## src/rtl/phys_free_list_if.sv

```systemverilog
// Rename/commit-side interface of the physical-register free list.
// FREELIST_CHECK_EN adds the fl_error_o double-free flag.
interface phys_free_list_if #(
    parameter int NUM_PHYS_REG = 64,
    parameter int FL_DEPTH     = 48
);
    localparam int PW = $clog2(NUM_PHYS_REG);
    localparam int CW = $clog2(FL_DEPTH + 1);

    logic          alloc_req_i;
    logic          alloc_ready_o;
    logic [PW-1:0] alloc_reg_o;
    logic          commit_v_i;
    logic [PW-1:0] commit_free_reg_i;
    logic          mispredict_i;
    logic [CW-1:0] free_count_o;
`ifdef FREELIST_CHECK_EN
    logic          fl_error_o;
`endif

    modport master (
        output alloc_req_i, commit_v_i, commit_free_reg_i, mispredict_i,
`ifdef FREELIST_CHECK_EN
        input  fl_error_o,
`endif
        input  alloc_ready_o, alloc_reg_o, free_count_o
    );

    modport slave (
        input  alloc_req_i, commit_v_i, commit_free_reg_i, mispredict_i,
`ifdef FREELIST_CHECK_EN
        output fl_error_o,
`endif
        output alloc_ready_o, alloc_reg_o, free_count_o
    );
endinterface

```

## src/rtl/phys_free_list.sv

```systemverilog
// Physical-register free list with speculative/committed heads and one-cycle flush.
// Optional FREELIST_CHECK_EN keeps an is_free vector and flags double frees on fl_error_o.
module phys_free_list #(
    parameter int NUM_PHYS_REG = 64,
    parameter int NUM_ARCH_REG = 16,
    parameter int FL_DEPTH     = NUM_PHYS_REG - NUM_ARCH_REG
) (
    input logic               clk_i,
    input logic               reset_i,
    phys_free_list_if.slave   fl
);
    localparam int PW = $clog2(NUM_PHYS_REG);
    localparam int IW = $clog2(FL_DEPTH);
    localparam int CW = $clog2(FL_DEPTH + 1);

    logic [PW-1:0] entry [FL_DEPTH];
    logic [IW-1:0] spec_head;
    logic [IW-1:0] commit_head;
    logic [IW-1:0] tail;
    logic [CW-1:0] avail;

    logic          alloc_fire;
    logic [IW-1:0] commit_head_nxt;
    logic [CW-1:0] avail_nxt;

    function automatic logic [IW-1:0] ptr_inc(input logic [IW-1:0] p);
        return (p == IW'(FL_DEPTH - 1)) ? '0 : p + 1'b1;
    endfunction

    assign fl.alloc_ready_o = (avail != '0);
    assign fl.alloc_reg_o   = entry[spec_head];
    assign fl.free_count_o  = avail;

    always_comb begin
        alloc_fire      = fl.alloc_req_i && (avail != '0) && !fl.mispredict_i;
        commit_head_nxt = fl.commit_v_i ? ptr_inc(commit_head) : commit_head;
        avail_nxt       = avail;
        case ({fl.commit_v_i, alloc_fire})
            2'b10:   avail_nxt = avail + CW'(1);
            2'b01:   avail_nxt = avail - CW'(1);
            default: avail_nxt = avail;
        endcase
    end

    always_ff @(posedge clk_i or posedge reset_i) begin
        if (reset_i) begin
            for (int i = 0; i < FL_DEPTH; i++) begin
                entry[i] <= PW'(NUM_ARCH_REG + i);
            end
            spec_head   <= '0;
            commit_head <= '0;
            tail        <= '0;
            avail       <= CW'(FL_DEPTH);
        end else begin
            // A committing instruction consumed the slot at commit_head, which is
            // also the tail slot, so the freed mapping lands there.
            if (fl.commit_v_i) begin
                entry[tail] <= fl.commit_free_reg_i;
                tail        <= ptr_inc(tail);
                commit_head <= commit_head_nxt;
            end
            if (fl.mispredict_i) begin
                spec_head <= commit_head_nxt;
                avail     <= CW'(FL_DEPTH);
            end else begin
                if (alloc_fire) begin
                    spec_head <= ptr_inc(spec_head);
                end
                avail <= avail_nxt;
            end
        end
    end

`ifdef FREELIST_CHECK_EN
    logic [NUM_PHYS_REG-1:0] is_free;
    logic [NUM_PHYS_REG-1:0] restore;
    logic                    fl_error;
    int                      outstanding;
    int                      slot;

    // Entries handed out but not yet committed become free again on a flush.
    always_comb begin
        restore     = '0;
        slot        = 0;
        outstanding = FL_DEPTH - int'(avail) - int'(fl.commit_v_i);
        for (int k = 0; k < FL_DEPTH; k++) begin
            slot = int'(commit_head_nxt) + k;
            if (slot >= FL_DEPTH) slot = slot - FL_DEPTH;
            if (fl.mispredict_i && (k < outstanding)) begin
                restore[entry[IW'(slot)]] = 1'b1;
            end
        end
    end

    always_ff @(posedge clk_i or posedge reset_i) begin
        if (reset_i) begin
            for (int r = 0; r < NUM_PHYS_REG; r++) begin
                is_free[r] <= (r >= NUM_ARCH_REG);
            end
            fl_error <= 1'b0;
        end else begin
            for (int r = 0; r < NUM_PHYS_REG; r++) begin
                if (restore[r]) begin
                    is_free[r] <= 1'b1;
                end else if (fl.commit_v_i && (fl.commit_free_reg_i == PW'(r))) begin
                    is_free[r] <= 1'b1;
                end else if (alloc_fire && (entry[spec_head] == PW'(r))) begin
                    is_free[r] <= 1'b0;
                end
            end
            if (fl.commit_v_i && is_free[fl.commit_free_reg_i]) begin
                fl_error <= 1'b1;
            end
        end
    end

    assign fl.fl_error_o = fl_error;
`endif
endmodule

```

## src/flat_wrapper.sv

```systemverilog
// flat-port wrapper written by rule: the top's interface ports become plain ports
module phys_free_list_flat 
#(
    parameter int NUM_PHYS_REG = 64,
    parameter int NUM_ARCH_REG = 16,
    parameter int FL_DEPTH     = NUM_PHYS_REG - NUM_ARCH_REG
)
  (clk_i, reset_i, fl_alloc_req_i, fl_commit_v_i, fl_commit_free_reg_i, fl_mispredict_i, fl_alloc_ready_o, fl_alloc_reg_o, fl_free_count_o);
  phys_free_list_if #(.NUM_PHYS_REG(NUM_PHYS_REG), .FL_DEPTH(FL_DEPTH)) fl_i ();
  input logic clk_i;
  input logic reset_i;
  input wire logic [$bits(fl_i.alloc_req_i)-1:0] fl_alloc_req_i;
  input wire logic [$bits(fl_i.commit_v_i)-1:0] fl_commit_v_i;
  input wire logic [$bits(fl_i.commit_free_reg_i)-1:0] fl_commit_free_reg_i;
  input wire logic [$bits(fl_i.mispredict_i)-1:0] fl_mispredict_i;
  output wire logic [$bits(fl_i.alloc_ready_o)-1:0] fl_alloc_ready_o;
  output wire logic [$bits(fl_i.alloc_reg_o)-1:0] fl_alloc_reg_o;
  output wire logic [$bits(fl_i.free_count_o)-1:0] fl_free_count_o;
  assign fl_i.alloc_req_i = fl_alloc_req_i;
  assign fl_i.commit_v_i = fl_commit_v_i;
  assign fl_i.commit_free_reg_i = fl_commit_free_reg_i;
  assign fl_i.mispredict_i = fl_mispredict_i;
  assign fl_alloc_ready_o = fl_i.alloc_ready_o;
  assign fl_alloc_reg_o = fl_i.alloc_reg_o;
  assign fl_free_count_o = fl_i.free_count_o;
  phys_free_list #(.NUM_PHYS_REG(NUM_PHYS_REG), .NUM_ARCH_REG(NUM_ARCH_REG), .FL_DEPTH(FL_DEPTH)) u_core (.clk_i(clk_i), .reset_i(reset_i), .fl(fl_i));
endmodule
```

## config.mk

```make
export PLATFORM = sky130hd
export DESIGN_NAME = phys_free_list_flat
export DESIGN_NICKNAME = d
export VERILOG_FILES = /design/src/rtl/phys_free_list_if.sv /design/src/rtl/phys_free_list.sv /design/src/flat_wrapper.sv
export SDC_FILE = /design/constraint.sdc
export NUM_CORES = 1
export LEC_CHECK = 0
export CELL_PAD_IN_SITES_DETAIL_PLACEMENT = 0
export CELL_PAD_IN_SITES_GLOBAL_PLACEMENT = 1
export CORE_UTILIZATION = 54
export DETAILED_ROUTE_END_ITERATION = 12
export PLACE_DENSITY = 0.78
export SYNTH_ARGS = -nofsm -noshare
export SYNTH_HDL_FRONTEND = slang
export SYNTH_SLANG_ARGS = --single-unit
```

## constraint.sdc

```tcl
create_clock -name clk_i -period 11.9 [get_ports clk_i]
set_clock_uncertainty 0.1 [all_clocks]
set_input_delay 1.785 -clock clk_i [delete_from_list [all_inputs] [get_ports clk_i]]
set_output_delay 1.785 -clock clk_i [all_outputs]
set_load 0.02 [all_outputs]
```

Word-level counts from Yosys, hierarchy flattened

Cells that the tools add are included.

Register bits: 312
Input bits: 11
Output and inout bits: 13
Word-level logic and storage cells: 88

Add/subtract/negate cells: 5
$lt $le $gt $ge: 3
Eq/ne operators: 5
Multiplexer cells: 14
Bitwise operators: 2
Reductions and logical operators: 7

Operators by type and width:

| cell                  | number |
|---|---|
| $bwmux W288           | 1 |
| $mux W6               | 10 |
| $bmux W6 S6           | 1 |
| $demux W6 S6          | 1 |
| $add A6 B1 Y6 const B | 4 |
| $eq A6 B6 Y1 const B  | 3 |
| $ge A7 B7 Y1 const B  | 2 |
| $not A6 Y7            | 2 |
| $pmux W6 S2           | 1 |
| $lt A7 B1 Y1 const B  | 1 |
| $reduce_bool A6 Y1    | 1 |
| $sub A6 B1 Y6 const B | 1 |
| $logic_and A1 B1 Y1   | 3 |
| $reduce_bool A3 Y1    | 1 |
| $eq A2 B1 Y1 const B  | 1 |
| $eq A2 B2 Y1 const B  | 1 |
| $reduce_bool A2 Y1    | 1 |
| $logic_not A1 Y1      | 1 |

Logic depth before layout (Yosys ltp)

Depth in word-level cells: 6
Mapped depth: 9
Gate-level depth less buffers: 9

Least setup slack after synthesis

OpenSTA, ideal clock, no wires.

Kind: input -> register
Start point: input port fl_mispredict_i
End point: register u_core.avail[5] (netlist: u_core.fl.free_count_o[5])
Setup time: 0.075 ns
Data arrival time: 3.828 ns
Data required time: 11.725 ns
Setup slack: 7.897 ns
Stages on the path: 9
Path buffers: 2
Cells stage by stage: clkbuf_1 clkbuf_1 nor3_1 ha_1 a211oi_1 o21bai_1 a21oi_1 mux2i_1 mux2i_1

Cells in the longest elaborated chain, start to end: 5
Elaborated cells on any way between the ends: 7
Those cells by class: eq/ne (2); mux (2); reduce/logical (3)

Ends and longest elaborated chain:

| what                                                | RTL line             | source |
|---|---|---|
| from (decl)                                         | flat_wrapper.sv:15   | `input wire logic [$bits(fl_i.mispredict_i)-1:0] fl_mispredict_i;` |
| $logic_not A1 Y1                                    | phys_free_list.sv:35 | `alloc_fire = fl.alloc_req_i && (avail != '0) && !fl.mispredict_i;` |
| $logic_and A1 B1 Y1                                 | phys_free_list.sv:35 |  |
| $eq A2 B1 Y1 / $eq A2 B2 Y1 (equally long branches) | phys_free_list.sv:38 | `case ({fl.commit_v_i, alloc_fire})` |
| $pmux W6 S2                                         | phys_free_list.sv:38 |  |
| $mux W6                                             | phys_free_list.sv:62 | `if (fl.mispredict_i) begin` |
| to (signal assigned)                                | phys_free_list.sv:53 | `avail <= CW'(FL_DEPTH);` |
| to (signal assigned)                                | phys_free_list.sv:64 | `avail <= CW'(FL_DEPTH);` |
| to (signal assigned)                                | phys_free_list.sv:69 | `avail <= avail_nxt;` |
| to (decl)                                           | phys_free_list.sv:20 | `logic [CW-1:0] avail;` |

Parallel ways exist; a longest one is shown, timed or not.
A chain may end at the register's enable or synchronous reset.

Worst setup path in the final report

Start point: register u_core.spec_head[0]
End point: output port fl_alloc_reg_o[5]

Cells in the longest elaborated chain, start to end: 4

Ends and longest elaborated chain:

| what                                       | RTL line             | source |
|---|---|---|
| from (decl)                                | phys_free_list.sv:17 | `logic [IW-1:0] spec_head;` |
| from (signal assigned)                     | phys_free_list.sv:63 | `spec_head <= commit_head_nxt;` |
| from (signal assigned)                     | phys_free_list.sv:67 | `spec_head <= ptr_inc(spec_head);` |
| $not A6 Y7 (implied by the code)           | phys_free_list.sv:31 | `assign fl.alloc_reg_o = entry[spec_head];` |
| $bmux W6 S6                                | phys_free_list.sv:31 |  |
| $mux W6 (implied by the code) (2 in a row) | phys_free_list.sv:31 |  |
| to (decl)                                  | flat_wrapper.sv:17   | `output wire logic [$bits(fl_i.alloc_reg_o)-1:0] fl_alloc_reg_o;` |

Every way passes these cells. The select of a mux whose other input is x is not followed.

==> results_dict.tcl <==
set metrics [dict create \
    cp_slowest_cell "sky130_fd_sc_hd__buf_4" \
    ff2ff_setup_slack_ns 9.02 \
    post_cts_hold_buffer_count 0 \
    critical_setup_path_kind "register to output port" \
    synth_fp_nets 1007 \
    pin_count_of_the_biggest_net_entering_global_routing 189 \
    drt-initial-drc-count 468 \
    die_h_um 168 \
    path_common_cell "sky130_fd_sc_hd__nand2_1" \
    fp-row-count 60 \
    design.die.area_um2 28200 \
    syn2layout_area_growth_pct 9.88 \
    drt_wl_total_um 31600 \
    fmax_mhz 168 \
    total_power_mw 3.86 \
    synth_top_area_share 0.286 \
    ys_warn_count 0 \
    die_w_um 168 \
    power_frac_seq 0.466 \
    yosys.area.top_type "sky130_fd_sc_hd__dfstp_2" \
    cts-buffers-inserted 34 \
    number_of_cells_traversed_by_the_worst_register_to_register_path 9 \
    cp.buffers_inverters 2 \
    cp_max_fo 52 \
    synth-seq-area-share 0.538 \
    worst_ir_drop_on_vdd_mv 0.166 \
    wl_per_cell_um 23.2 \
    post_synth_most_frequent_cells "292 x sky130_fd_sc_hd__mux2_2, 162 x sky130_fd_sc_hd__dfstp_2, 150 x sky130_fd_sc_hd__dfrtp_1" \
    setup_viol 0 \
    crit-reg2reg-launch "u_core.fl.free_count_o[0]" \
    cts-root-buf "sky130_fd_sc_hd__clkbuf_16" \
    viasPerCell 6.13 \
    crit_end "fl_alloc_reg_o[5]" \
    start_util 0.551 \
    period_share 0.499 \
    crit-reg2reg-capture "u_core.fl.free_count_o[5]" \
    switching_share 0.292 \
    relative_slew_margins 0.212 \
    slew_viol_final 0 \
    power-per-cell-area_nw_per_um2 236 \
    power.switching_mw 1.13 \
    globalRoute.totalOverflow 0 \
    cellLeakagePower_nw 6.98 \
    share_comb_of_total_power 0.275 \
    cpLargestDelayFamily "buffers and inverters" \
    postSynthAreaPerCell_um2 15.1 \
    cell_internal_pwr_mw 2.73 \
    fp.coreArea_um2 27000 \
    maxCapViolations 0 \
    critical_path_depth 6 \
    cts_tree "done" \
    worstSkewPairLatency_ns 0.51 \
    cp_cell_sequence "buf_4 > mux4_1 > mux4_2 > nand2_1 > nand2_1 > clkdlybuf4s50_1" \
    groute.usage.overall 0.237 \
    synth-seq-cells 312 \
    cts_resized 0 \
    post_synth_edffs 0 \
    status "finished clean" \
    worstHoldPathType "register to register" \
    cpPeakStageDelay_ns 0.85 \
    cp-end-kind "output port" \
    timing.critical_path.from "u_core.spec_head[0]" \
    ctsLongestPathBuffers 3 \
    grt_pass1_vias 8682 \
    postSynthCellCount 988 \
    worstSetupStartpointType "register" \
    antenna_cells 0 \
    htree_num_levels 2 \
    num_vias 8329 \
    critPathRequiredTime_ns 10.02 \
    dp.final_hpwl_um 19600 \
    clk_pin_slew_ns 0.06 \
    place.gp.congestion 0.758 \
    finalNetCount 1011 \
    grt_antenna_before_repair 0 \
    async_flop_share 1.00 \
    synth_most_common_cell "sky130_fd_sc_hd__mux2_2" \
    ys_types 56 \
    postRouteAntennaNets 0 \
    cts.sink_count 312 \
    crit_arrival_ns 4.05 \
    ys.flop_type "sky130_fd_sc_hd__dfstp_2" \
    synth.cell_area_um2 14900 \
    drtPass1Iterations 5 \
    rsz0062_at_grt "false" \
    final_hold_violation_count 0 \
    worst-slew-pin-transition_ns 1.18 \
    num_io_pins 24 \
    power_frac_clock 0.259 \
    postCtsSetupBuffers 0 \
    io_buffer_count 23 \
    post_route_cells_drive_above_1_share 0.582 \
    grt_pass1_wl_um 51200 \
    drc 0 \
    timing.setup.tns_ns 0 \
    synthTopCellsByArea "sky130_fd_sc_hd__dfstp_2 29%, sky130_fd_sc_hd__dfrtp_1 25%, sky130_fd_sc_hd__mux2_2 22%" \
    fin_crit_ns 5.93 \
]
## power groups by stage
stage | clock (mW) | combinational, mW | sequential (mW)
2_1_floorplan | 0 | 0.908 | 1.68
3_3_place_gp | 0 | 1.05 | 1.80
3_5_place_dp | 0 | 1.07 | 1.81
4_1_cts | 1.02 | 1.07 | 1.80
5_1_grt | 1.07 | 1.14 | 1.86
6_report | 1.00 | 1.06 | 1.80
## how the worst min path moves through the flow
stage                                 start           endpoint  slack, ns  cells after the start
final                     u_core.entry[215]  u_core.entry[215]       0.40                      1
after global routing      u_core.entry[184]  u_core.entry[184]       0.41                      1
after CTS                 u_core.entry[215]  u_core.entry[215]       0.40                      1
after detailed placement  u_core.entry[215]  u_core.entry[215]       0.39                      1
after global placement     u_core.entry[87]   u_core.entry[87]       0.38                      1
after floorplan           u_core.entry[209]  u_core.entry[209]       0.37                      1
## placed cells by master (no fill, tap or decap), types with 11 or more instances in the layout
master | Yosys | routed
sky130_fd_sc_hd__dfstp_2 | 162 | 162
sky130_fd_sc_hd__nor2b_1 | 11 | 11
sky130_fd_sc_hd__dfrtp_1 | 150 | 148
sky130_fd_sc_hd__o21ai_0 | 13 | 13
sky130_fd_sc_hd__a21oi_1 | 17 | 17
sky130_fd_sc_hd__clkdlybuf4s50_1 | 0 | 19
sky130_fd_sc_hd__mux2_2 | 292 | 292
sky130_fd_sc_hd__clkbuf_1 | 43 | 15
sky130_fd_sc_hd__a22oi_1 | 25 | 25
sky130_fd_sc_hd__clkbuf_16 | 0 | 35
sky130_fd_sc_hd__mux4_2 | 64 | 64
sky130_fd_sc_hd__mux4_1 | 14 | 14
sky130_fd_sc_hd__nor2_1 | 32 | 32
sky130_fd_sc_hd__nand2_1 | 61 | 61
## state kept, by name (all words and copies together) (netlist names)
name / count
u_core.entry: 288
u_core.commit_head: 6
u_core.spec_head: 6
u_core.tail: 6
u_core.fl.free_count_o: 6
## per-layer routing
layer | vias up | track usage | part of all wire
met5 | - | 0 | 0
met1 | 4427 | 0.345 | 0.46
met3 | 44 | 0.0317 | 0.041
li1 | 3693 | - | -
met4 | 0 | 0.0602 | 0.019
met2 | 165 | 0.380 | 0.48
## worst register-to-register path: stages, from the launching register on
cell and delay (ns):
sky130_fd_sc_hd__dfrtp_1 0.51, sky130_fd_sc_hd__nor4_4 0.11, sky130_fd_sc_hd__a21bo_2 0.26, sky130_fd_sc_hd__nor3_1 0.48, sky130_fd_sc_hd__ha_1 0.36, sky130_fd_sc_hd__a211oi_1 0.24, sky130_fd_sc_hd__o21bai_1 0.10, sky130_fd_sc_hd__a21oi_1 0.18
sky130_fd_sc_hd__mux2i_1 0.26, sky130_fd_sc_hd__mux2i_1 0.21
## area by class of cell
class / instances / area (um2)
clock buffer: 57 / 1030
clock inverter: 4 / 23.8
fill: 2107 / 10700
inverter: 2 / 15.0
multi-input combinational: 611 / 6560
sequential: 312 / 8020
tap: 341 / 427
timing repair buffer: 31 / 283
## through the flow
step | cells | worst slack, ns | utilization | hold slack [ns] | cell area (um2)
3_3_place_gp | 1297 | 6.43 | 0.566 | 0.379 | 15300
4_1_cts | 1358 | 5.86 | 0.605 | 0.398 | 16400
3_5_place_dp | 1297 | 6.42 | 0.566 | 0.385 | 15300
2_1_floorplan | 988 | 1.65 | - | 0.370 | 14900
6_report | 1358 | 5.97 | 0.605 | 0.397 | 16400
5_1_grt | 1358 | 5.73 | 0.605 | 0.413 | 16400
## kinds of logic (layout without fill, tap and decap cells)
kind of cell | after synthesis | count (layout) | synth area share
multiplexers | 378 | 378 | 0.348
flip-flops | 312 | 312 | 0.538
AND/OR/NAND/NOR | 147 | 147 | 0.0482
AO/OA/AOI/OAI | 71 | 71 | 0.0321
buffers and inverters | 65 | 94 | 0.0211
adder cells (fa/ha/maj) | 8 | 8 | 0.00723
XOR/XNOR | 7 | 7 | 0.00538
Power figures use the tool's default switching activity.
==> RTL change: new RTL, config.mk and constraints unchanged <==
`NUM_PHYS_REG` is set to 64 in 3 places; all go to 128.
--- a/src/rtl/phys_free_list_if.sv
+++ b/src/rtl/phys_free_list_if.sv
@@ -1,7 +1,7 @@
 // Rename/commit-side interface of the physical-register free list.
 // FREELIST_CHECK_EN adds the fl_error_o double-free flag.
 interface phys_free_list_if #(
-    parameter int NUM_PHYS_REG = 64,
+    parameter int NUM_PHYS_REG = 128,
     parameter int FL_DEPTH     = 48
 );
     localparam int PW = $clog2(NUM_PHYS_REG);
--- a/src/rtl/phys_free_list.sv
+++ b/src/rtl/phys_free_list.sv
@@ -1,7 +1,7 @@
 // Physical-register free list with speculative/committed heads and one-cycle flush.
 // Optional FREELIST_CHECK_EN keeps an is_free vector and flags double frees on fl_error_o.
 module phys_free_list #(
-    parameter int NUM_PHYS_REG = 64,
+    parameter int NUM_PHYS_REG = 128,
     parameter int NUM_ARCH_REG = 16,
     parameter int FL_DEPTH     = NUM_PHYS_REG - NUM_ARCH_REG
 ) (
--- a/src/flat_wrapper.sv
+++ b/src/flat_wrapper.sv
@@ -1,7 +1,7 @@
 // flat-port wrapper written by rule: the top's interface ports become plain ports
 module phys_free_list_flat 
 #(
-    parameter int NUM_PHYS_REG = 64,
+    parameter int NUM_PHYS_REG = 128,
     parameter int NUM_ARCH_REG = 16,
     parameter int FL_DEPTH     = NUM_PHYS_REG - NUM_ARCH_REG
 )
Interface: changed (resized fl_alloc_reg_o, fl_commit_free_reg_i and fl_free_count_o); port bits go from 24 to 27. The function was not compared with the original's and may differ.
==> RTL change against the original RTL <==
  * Count of clock-buffer cells in the layout increased by 87
  * Cell count increased to 2.5 times the old value
  * Routed wire length increased to 2.9 times the old value
  * Final area increased to 2.6 times the old value
  * Total power increased by 130%
  * Sequential cell count increased by 500
  * Setup slack got worse by 0.92 ns
  * Synthesized area increased to 2.6 times the old value
==> RTL change: results (changes against the original RTL) <==
| Metric | Value |
|---|---|
| Outcome | finished, final reports clean |
| Sw Pwr | 2.64 mW (+130%) |
| WL/cell | 26.7 um (+15%) |
| Clock latency on the worst-skew pair | 0.64 ns (+0.13 ns) |
| Cell leakage power | 18.0 nW (+160%) |
| H-tree Lvls | 3 (+1) |
| Share of cells above drive strength 1 | 0.647 (+0.0654) |
| # port buffers | 26 (+13%) |
| Initial drt markers | 1,576 (+240%) |
| Synth area leaders | dfstp_2 (29%), dfrtp_1 (26%), mux2_2 (23%) |
| Crit path DAT | 4.97 ns (+0.92 ns) |
| Placed insts | 3,258 (+150%) |
| Syn Nets | 2,466 (+140%) |
| Most instantiated cells after synthesis | mux2_2 (789), dfstp_2 (419), dfrtp_1 (393) |
| Hold slack | 0.398 ns (+0.00193 ns) |
| Placer Congestion | 0.833 (+9.8%) |
| Register area share after synthesis | 0.547 (+0.00875) |
| GRT Total Usage | 0.265 (+0.0276) |
| Post-detail-place hpwl | 57,500 um (+190%) |
| Largest register FFs | 784 (+170%) |
| Initial antenna violation count | 1 (+1) |
| Fill count | 5,344 (+150%) |
| Largest net degree at the start of global routing | 178 (-5.8%) |
| R2r endpoint | u_core.entry[116] |
| Max FO, Critical Path | 60 (+15%) |
| Hold path start | u_core.entry[318] |
| R2r setup slk | 7.95 ns (-1.07 ns) |
| First-pass GRT wire length | 142,000 um (+180%) |
[RTL change: cell count changes in the layout (fill, tap and decap cells not counted), moves of 11 or more]
cell,before,now
dfstp_2,162,419
mux2i_1,7,53
mux4_1,14,0
clkbuf_16,35,91
nor2_1,32,55
dfrtp_1,148,389
clkbuf_1,15,33
mux2_2,292,789
clkbuf_8,7,20
buf_4,7,29
nand3_1,8,19
nand2_1,61,113
mux4_2,64,212
[RTL change: logic make-up after synthesis]
logic type | after synthesis | synth area share
mux | 1054 | 0.372
flops | 812 | 0.547
simple gates | 266 | 0.0332
buf+inv | 190 | 0.0234
compound gates | 98 | 0.0175
xor+xnor | 16 | 0.00368
fa+ha+maj | 9 | 0.00315
[RTL change: metal layers]
metal | track usage | wire [um]
met5 | 0 | 0
met4 | 0.0879 | 2580
met3 | 0.0484 | 4900
met2 | 0.422 | 44000
met1 | 0.368 | 39900
[RTL change: worst max-delay path by stage]
stage,startpoint,endpoint,slack [ns],cells past startpoint
after floorplan,reset_i,u_core.commit_head[0],-0.79,1
after global placement,u_core.spec_head[1],fl_alloc_reg_o[2],5.63,8
after detailed placement,u_core.spec_head[1],fl_alloc_reg_o[2],5.64,8
after CTS,u_core.spec_head[1],fl_alloc_reg_o[2],4.93,8
after global routing,u_core.spec_head[0],fl_alloc_reg_o[5],4.82,6
final,u_core.spec_head[1],fl_alloc_reg_o[2],5.04,8
[RTL change: cell type report]
type,instances,area share
sequential,812,0.497
inverter,10,0.000985
clock buffer,144,0.0638
tap,940,0.0281
timing repair buffer,53,0.0121
multi-input combinational,1443,0.392
clock inverter,20,0.00591
antenna,1,0.0000597
[RTL change: per-stage QoR]
| step | util | total power, mW |
|---|---|---|
| detailed placement | 0.558 | 6.18 |
| finish | 0.600 | 8.87 |
| floorplan | - | 5.50 |
| global route | 0.600 | 9.27 |
| global placement | 0.558 | 6.09 |
| CTS | 0.600 | 8.94 |
[RTL change: power groups by stage]
stage	logic (mW)	registers, mW	clock network, mW
after floorplan	1.83	3.67	0
after global placement	2.23	3.86	0
after detailed placement	2.27	3.90	0
after CTS	2.28	3.86	2.80
after global routing	2.41	3.93	2.92
final	2.26	3.86	2.74
[RTL change: worst max-delay path: stages, from the launching register on]
cell and delay [ns]:
dfrtp_4 1.03, buf_4 0.86, mux2i_1 0.19, a31oi_1 0.20, o21ai_0 0.11, o221ai_1 0.43, a221oi_2 0.13, a211oi_1 0.58
clkdlybuf4s50_1 0.73
